$ cat src/rtl/l1i_refill.sv
// ----------------------------------------------------------------------------
// l1i_refill
//
// Line-refill engine between the L1 instruction cache and a 32-bit memory bus.
// A cached request fetches the aligned 32-byte line as eight pipelined word
// reads and returns it as one 256-bit beat. An MMIO request performs a single
// uncached word read and returns it in bits [31:0] with the upper bits zero.
// A request that is dropped or redirected mid-transfer still drains every read
// the bus has accepted, but raises no done.
//
// Parameters
//   MMIO_MASK / MMIO_MATCH : address is MMIO when (addr & MASK) == MATCH
//   MAX_OUTSTANDING        : bus reads accepted but not yet answered (1..8)
//
// Ports
//   sys_clk            in   clock, all logic on posedge
//   rst                in   synchronous active-high reset
//   l1_mmu_req_read    in   refill request (level) from the icache
//   l1_mmu_req_addr    in   request address
//   mmu_l1_done        out  one-cycle pulse, mmu_l1_read_data valid
//   mmu_l1_read_data   out  line data, word i at [32i+31:32i]
//   mem_req            out  bus read request valid
//   mem_addr           out  word address of the bus read
//   mem_gnt            in   bus accepted mem_req this cycle
//   mem_rvalid         in   in-order read response valid
//   mem_rdata          in   read response data
//   busy               out  engine is not idle
// ----------------------------------------------------------------------------
module l1i_refill #(
    parameter logic [31:0] MMIO_MASK       = 32'hFFFF_0000,
    parameter logic [31:0] MMIO_MATCH      = 32'hFFFF_0000,
    parameter int unsigned MAX_OUTSTANDING = 4
) (
    input  logic         sys_clk,
    input  logic         rst,
    input  logic         l1_mmu_req_read,
    input  logic [31:0]  l1_mmu_req_addr,
    output logic         mmu_l1_done,
    output logic [255:0] mmu_l1_read_data,
    output logic         mem_req,
    output logic [31:0]  mem_addr,
    input  logic         mem_gnt,
    input  logic         mem_rvalid,
    input  logic [31:0]  mem_rdata,
    output logic         busy
);

    typedef enum logic [2:0] {
        S_IDLE,
        S_FILL,
        S_MMIO,
        S_DONE,
        S_HOLD
    } state_t;

    localparam logic [3:0] MAX_OUT = 4'(MAX_OUTSTANDING);

    state_t         state_q;
    state_t         state_d;
    logic [31:2]    lat_addr_q;
    logic           lat_mmio_q;
    logic [3:0]     issue_cnt_q;
    logic [3:0]     resp_cnt_q;
    logic [3:0]     outst_q;
    logic [255:0]   line_q;
    logic           done_q;

    logic           req_is_mmio;
    logic           rsp_ok;
    logic           issue_fire;
    logic           line_complete;
    logic           req_matches;

    assign req_is_mmio = (l1_mmu_req_addr & MMIO_MASK) == MMIO_MATCH;

    // A response with nothing outstanding is a bus protocol error; it is
    // dropped so it can neither corrupt the buffer nor underflow outst.
    assign rsp_ok     = mem_rvalid && (outst_q != 4'd0);
    assign issue_fire = mem_req && mem_gnt;

    // High in the cycle whose closing edge captures the final response.
    assign line_complete = rsp_ok &&
                           ((state_q == S_MMIO) ||
                            (state_q == S_FILL && resp_cnt_q == 4'd7));

    // The icache still wants this data if it holds a request for the same
    // line (or the same word for MMIO). Anything else means it was abandoned.
    assign req_matches = l1_mmu_req_read &&
                         (lat_mmio_q ? (l1_mmu_req_addr[31:2] == lat_addr_q[31:2])
                                     : (l1_mmu_req_addr[31:5] == lat_addr_q[31:5]));

    // ------------------------------------------------------------------------
    // State register
    // ------------------------------------------------------------------------
    // NOTE: sequential state uses non-blocking assignments so every flop
    // samples the pre-edge value of every other flop, independent of order.
    always_ff @(posedge sys_clk) begin
        if (rst) begin
            state_q <= S_IDLE;
        end else begin
            state_q <= state_d;
        end
    end

    // ------------------------------------------------------------------------
    // Next state and bus request
    // ------------------------------------------------------------------------
    // NOTE: every output of this block gets a default first, so no path
    // through the case can leave one unassigned and infer a latch.
    always_comb begin
        state_d  = state_q;
        mem_req  = 1'b0;
        mem_addr = '0;
        case (state_q)
            S_IDLE: begin
                if (l1_mmu_req_read) begin
                    state_d = req_is_mmio ? S_MMIO : S_FILL;
                end
            end
            S_FILL: begin
                mem_req  = (issue_cnt_q < 4'd8) && (outst_q < MAX_OUT);
                mem_addr = {lat_addr_q[31:5], issue_cnt_q[2:0], 2'b00};
                if (line_complete) begin
                    state_d = S_DONE;
                end
            end
            S_MMIO: begin
                mem_req  = (issue_cnt_q == 4'd0);
                mem_addr = {lat_addr_q[31:2], 2'b00};
                if (line_complete) begin
                    state_d = S_DONE;
                end
            end
            S_DONE: state_d = S_HOLD;
            // The icache's registered request can lag done by a cycle, so the
            // request is not looked at again until IDLE.
            S_HOLD: state_d = S_IDLE;
            default: state_d = S_IDLE;
        endcase
    end

    assign busy = (state_q != S_IDLE);

    // ------------------------------------------------------------------------
    // Counters, address latch, line buffer, done pulse
    // ------------------------------------------------------------------------
    // NOTE: the line buffer is reset along with the control state so the
    // returned data is zero after reset rather than a stale or X line.
    always_ff @(posedge sys_clk) begin
        if (rst) begin
            lat_addr_q  <= '0;
            lat_mmio_q  <= 1'b0;
            issue_cnt_q <= '0;
            resp_cnt_q  <= '0;
            outst_q     <= '0;
            line_q      <= '0;
            done_q      <= 1'b0;
        end else begin
            // Registered done: decided on the edge that lands the last word,
            // so it is high for exactly the DONE cycle.
            done_q <= line_complete && req_matches;

            case (state_q)
                S_IDLE: begin
                    issue_cnt_q <= '0;
                    resp_cnt_q  <= '0;
                    outst_q     <= '0;
                    if (l1_mmu_req_read) begin
                        lat_addr_q <= l1_mmu_req_addr[31:2];
                        lat_mmio_q <= req_is_mmio;
                    end
                end
                S_FILL, S_MMIO: begin
                    if (issue_fire) begin
                        issue_cnt_q <= issue_cnt_q + 4'd1;
                    end
                    if (issue_fire && !rsp_ok) begin
                        outst_q <= outst_q + 4'd1;
                    end else if (!issue_fire && rsp_ok) begin
                        outst_q <= outst_q - 4'd1;
                    end
                    if (rsp_ok) begin
                        resp_cnt_q <= resp_cnt_q + 4'd1;
                        if (state_q == S_MMIO) begin
                            line_q <= {224'b0, mem_rdata};
                        end else begin
                            line_q[{resp_cnt_q[2:0], 5'b0_0000} +: 32] <= mem_rdata;
                        end
                    end
                end
                default: ;
            endcase
        end
    end

    assign mmu_l1_done      = done_q;
    assign mmu_l1_read_data = line_q;

endmodule

$ cat config.mk
export PLATFORM = sky130hd
export DESIGN_NAME = l1i_refill
export DESIGN_NICKNAME = d
export VERILOG_FILES = /design/src/rtl/l1i_refill.sv
export SDC_FILE = /design/constraint.sdc
export NUM_CORES = 1
export LEC_CHECK = 0
export CAP_MARGIN = 20
export CORE_MARGIN = 4
export CORE_UTILIZATION = 51
export DETAILED_ROUTE_END_ITERATION = 16
export PLACE_DENSITY = 0.9
export SLEW_MARGIN = 20
export SYNTH_ARGS = -nofsm -noshare
export SYNTH_HDL_FRONTEND = slang
export SYNTH_SLANG_ARGS = --single-unit
$ cat constraint.sdc
create_clock -name sys_clk -period 7.53 [get_ports sys_clk]
set_clock_uncertainty 0.2 [all_clocks]
set_input_delay 1.506 -clock sys_clk [delete_from_list [all_inputs] [get_ports sys_clk]]
set_output_delay 1.506 -clock sys_clk [all_outputs]
set_load 0.005 [all_outputs]
==> results of run 1 <==
## stage by stage
step,instances,hold slack [ps]
after floorplan,1368,237
after global placement,1908,253
after detailed placement,1908,257
after CTS,1963,268
after global routing,1963,285
final,1963,272
## kinds of logic after synthesis
kind of cell	synth area share [%]
other cells	0.0315
xor+xnor	2.88
simple gates	17.0
fa+ha+maj	0.903
flops	50.9
buf+inv	5.58
compound gates	19.9
mux	2.88
## final cells by class
cell class	instances	area, µm²	area share [%]
inverter	12	45.0	0.272
clock buffer	42	897	5.41
sequential	303	6070	36.6
timing repair buffer	373	3690	22.3
tap	313	392	2.36
clock inverter	13	183	1.10
multi-input combinational	907	5290	31.9
## power by group through the flow
stage | logic [mW] | clock network (mW) | registers, mW
floorplan | 0.164 | 0 | 1.67
detailed placement | 0.268 | 0 | 1.68
global route | 0.292 | 1.69 | 1.64
CTS | 0.269 | 1.62 | 1.64
global placement | 0.262 | 0 | 1.67
finish | 0.272 | 1.61 | 1.64
## layer usage
metal  wire length, µm  GRT usage [%]
met1             15400           36.3
met2             19700           50.4
met3              4440           9.62
met4              1970           14.0
met5                 0              0
## critical path: stages, from the launching register on
cell	delay, ps
dfxtp_1	570
nor3_2	640
clkinv_1	450
clkdlybuf4s50_1	560
## flip-flops by register name, summed over array words and instances, names as in the netlist
name and flops:
mmu_l1_read_data 256, outst_q 4, lat_addr_q 30, lat_mmio_q 1, resp_cnt_q 4, mmu_l1_done 1
state_q 3, issue_cnt_q 4
## how the worst min path moves through the flow
stage / from / depth (start not counted) / endpoint / slack (ps)
after global placement: lat_mmio_q / 2 / lat_mmio_q / 250
after CTS: lat_mmio_q / 2 / lat_mmio_q / 270
after floorplan: lat_mmio_q / 2 / lat_mmio_q / 240
after detailed placement: lat_mmio_q / 2 / lat_mmio_q / 260
after global routing: mmu_l1_read_data[72] / 2 / mmu_l1_read_data[72] / 290
final: mmu_l1_read_data[221] / 2 / mmu_l1_read_data[221] / 270
## placed cells by master, fill, tap and decap left out, types with 23 or more instances in the layout
cell	synthesis	final
clkdlybuf4s50_1	0	354
nor2_1	176	176
mux2i_1	32	32
clkbuf_16	0	31
xnor2_1	29	29
nand2_1	147	147
o21ai_0	97	97
a32oi_1	29	29
dfxtp_1	303	303
nand3_1	23	23
a21oi_1	139	136
and2_1	31	30
a22oi_1	103	103
==> impl_metrics.json, run 1 <==
{
  "synth_top_flop_cell": "dfxtp_1",
  "die_y_um": 161,
  "power_density_nw_per_um2": 213,
  "grt_util_all_layers_pct": 30.5,
  "synthTopCellsByCount": "dfxtp_1, nor2_1, nand2_1",
  "status": "finished, final reports clean",
  "reg2reg_to": "mmu_l1_read_data[0]",
  "vias": 11500,
  "post_cts_buffers": 0,
  "die_area_um2": 25900,
  "syn2layout_area_growth_pct": 39.0,
  "wirelength_mm": 41.4,
  "io_buffers": 355,
  "reg2reg_slack_ps": 3960,
  "drv_cap": 0,
  "path_clk_slew_ps": 70,
  "drive_gt1_share_pct": 5.88,
  "setup_slack_ps": 3050,
  "wire_per_inst_um": 21.1,
  "post-route-period-util_pct": 59.5,
  "fin_util_pct": 72.5,
  "p_clk_share_pct": 45.7,
  "ys_top_cells_by_area": "dfxtp_1, a22oi_1, a21oi_1, nor2_1, nand2_1",
  "rsz0062_at_grt": "false",
  "rows": 55,
  "comb_power_share_pct": 7.7,
  "r2r_cells": 8,
  "ys_warn_count": 0,
  "detail-route-antenna-nets": 0,
  "fmax_mhz": 223,
  "grt-ovfl-total": 0,
  "critPathLaunch": "state_q[2]",
  "grt_max_degree": 154,
  "switching_share_pct": 23.5,
  "setup_violations": 0,
  "cts_num_sinks": 303,
  "post_dp_cell_area_um2": 15500,
  "synth.avg_cell_area_um2": 8.72,
  "slew_headroom_pct": 22.9,
  "async_flop_share_pct": 0,
  "synth-seq-cells": 303,
  "nNetsFinal": 1705,
  "critPathCaptureType": "output port",
  "post-route-cell-area_um2": 16600,
  "p_switching_mw": 0.827,
  "fillers": 1625,
  "drc_errors": 0,
  "p_leak_nw": 5.81,
  "reg2reg_from": "resp_cnt_q[0]",
  "synth_edf_count": 0,
  "total_power_mw": 3.52,
  "tightest_slew_ps": 1150,
  "seq_area_frac_synth_pct": 50.9,
  "max-vdd-ir-drop_uv": 178,
  "ioPinCount": 360,
  "hold_viol": 0,
  "grt_first_pass_wirelength_mm": 63.9,
  "via_per_inst": 5.86,
  "clkLatencyLatePin_ps": 560,
  "hold_buffers": 0,
  "cts_buffer_depth": 3,
  "fp.coreArea_um2": 22800,
  "finalSetupTns_ps": 0,
  "yosysUniqueCellTypes": 56,
  "cts_buffers": 31,
  "diodes": 0,
  "hp-class": "reg -> reg",
  "htree_levels": 1,
  "seq_power_share_pct": 46.6,
  "synth_top_area_cell": "dfxtp_1",
  "path_max_fanout": 18,
  "post_cts_resized": 0,
  "drtPass1Iterations": 7,
  "cts_tree": "done",
  "cp.required_ps": 5820,
  "drt_iter0_markers": 1137,
  "pre_cts_ws_ps": 2770,
  "place_congestion": 0.923,
  "critPathKind": "reg -> out",
  "p_int_mw": 2.70,
  "die_w_um": 161,
  "grt_pass1_vias": 11400,
  "slew_violations": 0,
  "synth_area_um2": 11900,
  "setup.worst_path.end": "busy",
  "start_util_pct": 52.2,
  "synth_cells": 1367,
  "cts-root-buf": "clkbuf_16",
  "hpwl_mm": 27.4,
  "fin_crit_ps": 4480,
  "antenna_found_initial": 0,
  "cp.arrival_ps": 2780,
  "synth.most_common_cell": "dfxtp_1",
  "synth_top_cell_area_share_pct": 50.9,
  "cp-start-kind": "register"
}
(Power assumes the default switching activity.)
==> inputs of run 2 (changes only) <==
--- a/config.mk
+++ b/config.mk
@@ -7,9 +7,9 @@
 export LEC_CHECK = 0
 export CAP_MARGIN = 20
 export CORE_MARGIN = 4
-export CORE_UTILIZATION = 51
+export CORE_UTILIZATION = 47
 export DETAILED_ROUTE_END_ITERATION = 16
-export PLACE_DENSITY = 0.9
+export PLACE_DENSITY = 0.84
 export SLEW_MARGIN = 20
 export SYNTH_ARGS = -nofsm -noshare
 export SYNTH_HDL_FRONTEND = slang
==> constraint.sdc (replaced) <==
create_clock -name sys_clk -period 4.5 [get_ports sys_clk]
set_clock_uncertainty 0.2 [all_clocks]
set_input_delay 0.9 -clock sys_clk [delete_from_list [all_inputs] [get_ports sys_clk]]
set_output_delay 0.9 -clock sys_clk [all_outputs]
set_load 0.005 [all_outputs]
==> impl_metrics.json, run 2 (synthesis gave the netlist of run 1 again) <==
{
  "cp.arrival_ps": 2900,
  "post_cts_resized": 0,
  "hold_viol": 0,
  "layout_commonest_cell": "clkdlybuf4s50_1",
  "post-route-period-util_pct": 88.9,
  "max_stage_delay_ps": 720,
  "cts-root-buf": "clkbuf_16",
  "setup_violations": 0,
  "path_max_fanout": 18,
  "clkLatencyLatePin_ps": 560,
  "slew_headroom_pct": 24.1,
  "final_cells": 1990,
  "rsz0062_at_grt": "false",
  "place_congestion": 0.837,
  "hp-class": "reg -> reg",
  "diodes": 0,
  "slew_violations": 0,
  "grt_first_pass_wirelength_mm": 63.5,
  "setup_slack_ps": 499,
  "largest_reg_flops": 256,
  "grt_max_degree": 162,
  "hold_buffers": 0,
  "pre_cts_ws_ps": 872,
  "fin_crit_ps": 4000,
  "drive_gt1_share_pct": 6.45,
  "die_area_um2": 28000,
  "start_util_pct": 47.6,
  "final_cell_mix": "clkdlybuf4s50_1, dfxtp_1, nor2_1",
  "power_density_nw_per_um2": 366,
  "reg2reg_from": "resp_cnt_q[0]",
  "ioPinCount": 360,
  "post_cts_buffers": 0,
  "slowest_stage": "nor3_2",
  "antenna_found_initial": 0,
  "grt_util_all_layers_pct": 27.8,
  "syn2layout_area_growth_pct": 41.0,
  "vias": 11300,
  "cts_tree": "done",
  "cts_num_sinks": 303,
  "wirelength_mm": 41.4,
  "cts_buffer_depth": 3,
  "drc_errors": 0,
  "drv_cap": 0,
  "dpl.cell_count": 1932,
  "die_y_um": 167,
  "tightest_slew_ps": 1130,
  "htree_levels": 1,
  "total_power_mw": 6.15,
  "hpwl_mm": 27.1,
  "cp_cell_sequence": "nor3_2 -> clkinv_1 -> clkdlybuf4s50_1",
  "fmax_mhz": 250,
  "fillers": 1889,
  "grt-ovfl-total": 0,
  "wire_per_inst_um": 20.8,
  "p_leak_nw": 5.92,
  "critPathKind": "reg -> out",
  "drt_iter0_markers": 1010,
  "critPathLaunch": "state_q[2]",
  "nNetsFinal": 1713,
  "io_buffers": 355,
  "rows": 58,
  "min_from": "mmu_l1_read_data[77]",
  "cp-start-kind": "register",
  "die_w_um": 167,
  "via_per_inst": 5.69,
  "critPathCaptureType": "output port",
  "path_clk_slew_ps": 60,
  "max-vdd-ir-drop_uv": 292,
  "grt_pass1_vias": 11100,
  "cts_buffers": 31,
  "fp.coreArea_um2": 25000,
  "detail-route-antenna-nets": 0,
  "status": "finished, final reports clean",
  "cp.required_ps": 3400,
  "finalSetupTns_ps": 0,
  "drtPass1Iterations": 5
}
==> run 2: cell types whose count changed in the layout (fill, tap and decap cells not counted), sizes merged <==
cell / change
clkinv: -3
bufinv: +4
clkinvlp: +1
buf: +8
==> run 2: worst paths after layout <==
kind | end | slack [ps] | cells after the start
setup reg to reg | mmu_l1_read_data[138] | 1080 | 9
hold reg to reg | mmu_l1_read_data[77] | 270 | 2
setup / recovery | busy | 500 | 3
hold / removal | mmu_l1_read_data[77] | 270 | 2
==> run 2: power breakdown <==
group | switching (mW) | leakage, nW | internal (mW)
logic | 0.280 | 2.89 | 0.180
clock network | 1.09 | 0.577 | 1.85
registers | 0.0314 | 2.45 | 2.71
total | 1.41 | 5.92 | 4.74
==> run 2: area by class of cell <==
type,instances,area [µm²],share of cell area [%]
flip-flops and latches,303,6070,36.1
clock buffers,42,897,5.34
inverters,12,45.0,0.268
well taps,330,413,2.46
multi-input cells,907,5290,31.5
clock inverters,15,288,1.71
repair buffers,381,3810,22.7
==> run 2: worst max-delay path: cells and delay by family (launching register included) <==
kind,cells,cell delay [ps]
flops,1,560
buf+inv,2,1070
simple gates,1,720
==> run 2: layer usage <==
| layer | up-vias | GRT usage, % | share of wire [%] |
|---|---|---|---|
| li1 | 5251 | - | - |
| met1 | 5468 | 34.4 | 39 |
| met2 | 520 | 46.3 | 48 |
| met3 | 91 | 8.14 | 9.1 |
| met4 | 0 | 10.3 | 4.0 |
| met5 | - | 0 | 0 |
==> run 2: stage by stage <==
step / util, % / hold WS, ps / area, µm²
floorplan: - / 237 / 11900
global placement: 62.3 / 252 / 15600
detailed placement: 62.3 / 266 / 15600
CTS: 67.0 / 272 / 16800
global route: 67.2 / 296 / 16800
finish: 67.2 / 275 / 16800
==> inputs of run 3 (changes only) <==
--- a/config.mk
+++ b/config.mk
@@ -10,6 +10,7 @@
 export CORE_UTILIZATION = 47
 export DETAILED_ROUTE_END_ITERATION = 16
 export PLACE_DENSITY = 0.84
+export SETUP_SLACK_MARGIN = 0.4
 export SLEW_MARGIN = 20
 export SYNTH_ARGS = -nofsm -noshare
 export SYNTH_HDL_FRONTEND = slang
==> impl_metrics.json, run 3 (synthesis gave the netlist of run 1 again) <==
{
  "fp.coreArea_um2": 25000,
  "hp-class": "reg -> reg",
  "multi_input_area_um2": 5300,
  "place_congestion": 0.837,
  "largest_reg_flops": 256,
  "die_w_um": 167,
  "tightest_slew_ps": 1130,
  "grt_util_all_layers_pct": 27.8,
  "drc_errors": 0,
  "ioPinCount": 360,
  "path_clk_slew_ps": 60,
  "via_per_inst": 5.67,
  "syn2layout_area_growth_pct": 41.1,
  "finalSetupTns_ps": 0,
  "post_cts_buffers": 0,
  "final_cells": 1990,
  "post-route-period-util_pct": 88.7,
  "seq_area_um2": 6070,
  "slew_headroom_pct": 24.3,
  "worst-path-buf-inv": 2,
  "hold_viol": 0,
  "dpl.cell_count": 1932,
  "nNetsFinal": 1713,
  "cts_tree": "done",
  "cts_buffer_depth": 3,
  "layout_commonest_cell": "clkdlybuf4s50_1",
  "drt_iter0_markers": 993,
  "wire_per_inst_um": 20.7,
  "fillers": 1886,
  "wirelength_mm": 41.3,
  "drtPass1Iterations": 5,
  "drive_gt1_share_pct": 6.45,
  "p_leak_nw": 5.92,
  "drv_cap": 0,
  "cp_cell_sequence": "xnor2_4 -> nor2_1 -> buf_4 -> and2_1 -> clkdlybuf4s50_1",
  "detail-route-antenna-nets": 0,
  "slowest_stage": "dfxtp_1",
  "antenna_found_initial": 0,
  "die_area_um2": 28000,
  "fin_crit_ps": 3990,
  "reg2reg_slack_ps": 1100,
  "fmax_mhz": 250,
  "cts_num_sinks": 303,
  "cp-start-kind": "register",
  "rows": 58,
  "status": "finished, final reports clean",
  "grt_first_pass_wirelength_mm": 63.5,
  "rsz0062_at_grt": "false",
  "vias": 11300,
  "cts-root-buf": "clkbuf_16",
  "cp.arrival_ps": 2890,
  "cp.required_ps": 3400,
  "start_util_pct": 47.6,
  "htree_levels": 1,
  "die_y_um": 167,
  "critPathKind": "reg -> out",
  "io_buffers": 355,
  "critPathTopFamily": "buffers and inverters",
  "cts_buffers": 31,
  "grt_pass1_vias": 11100,
  "diodes": 0,
  "clkLatencyLatePin_ps": 560,
  "max-vdd-ir-drop_uv": 292,
  "max_stage_delay_ps": 670,
  "final_cell_mix": "clkdlybuf4s50_1, dfxtp_1, nor2_1",
  "power_density_nw_per_um2": 365,
  "hpwl_mm": 27.1,
  "grt_max_degree": 162,
  "hold_buffers": 0,
  "slew_violations": 0,
  "path_max_fanout": 31,
  "critPathCaptureType": "output port",
  "grt-ovfl-total": 0,
  "setup_violations": 0
}
==> run 3: cell types whose count changed in the layout (fill, tap and decap cells not counted) <==
cell / previous run / this run
nor3_4: 1 / 2
nor3_2: 1 / 0
==> run 3: layer usage <==
layer / track usage, % / vias up / part of all wire, %
li1: - / 5252 / -
met1: 34.4 / 5436 / 39
met2: 46.3 / 506 / 48
met3: 8.14 / 93 / 9.0
met4: 10.3 / 0 / 4.0
met5: 0 / - / 0
==> run 3: layout make-up <==
| class | count | area share, % |
|---|---|---|
| clock inverter | 15 | 1.71 |
| multi-input combinational | 907 | 31.5 |
| timing repair buffer | 381 | 22.7 |
| sequential | 303 | 36.1 |
| tap | 330 | 2.45 |
| inverter | 12 | 0.268 |
| clock buffer | 42 | 5.33 |
==> run 3: repair_timing <==
item,in CTS,in global routing
gates resized for setup,0,1
setup endpoints to repair,0,1
endpoints found under the hold margin,0,0
==> run 3: per-stage QoR <==
step / setup slack (ps) / instance area, µm² / hold slack (ps) / util, % / power, mW
2_1_floorplan: 1480 / 11900 / 237 / - / 3.07
3_3_place_gp: 915 / 15600 / 252 / 62.3 / 3.25
3_5_place_dp: 872 / 15600 / 266 / 62.3 / 3.26
4_1_cts: 551 / 16800 / 272 / 67.0 / 6.17
5_1_grt: 400 / 16800 / 296 / 67.2 / 6.34
6_report: 507 / 16800 / 275 / 67.2 / 6.15
==> run 3: worst paths after layout <==
kind,start,endpoint,cells past startpoint
min reg2reg,mmu_l1_read_data[77],mmu_l1_read_data[77],2
max reg2reg,resp_cnt_q[0],mmu_l1_read_data[142],9
max,state_q[0],mem_addr[15],5
min,mmu_l1_read_data[77],mmu_l1_read_data[77],2
==> run 3: where the power goes <==
group	internal, mW	switching, mW	total, mW	leakage [nW]
registers	2.71	0.0316	2.75	2.45
logic	0.180	0.280	0.460	2.90
clock network	1.85	1.09	2.94	0.577
==> run 3: worst register-to-register path: cells and delay by family (launching register included) <==
| family | cells | cell delay, ps |
|---|---|---|
| buffers and inverters | 3 | 640 |
| AOI/OAI and AO/OA | 3 | 1010 |
| adders and majority gates | 1 | 540 |
| DFF | 1 | 620 |
| and+or+nand+nor | 2 | 310 |
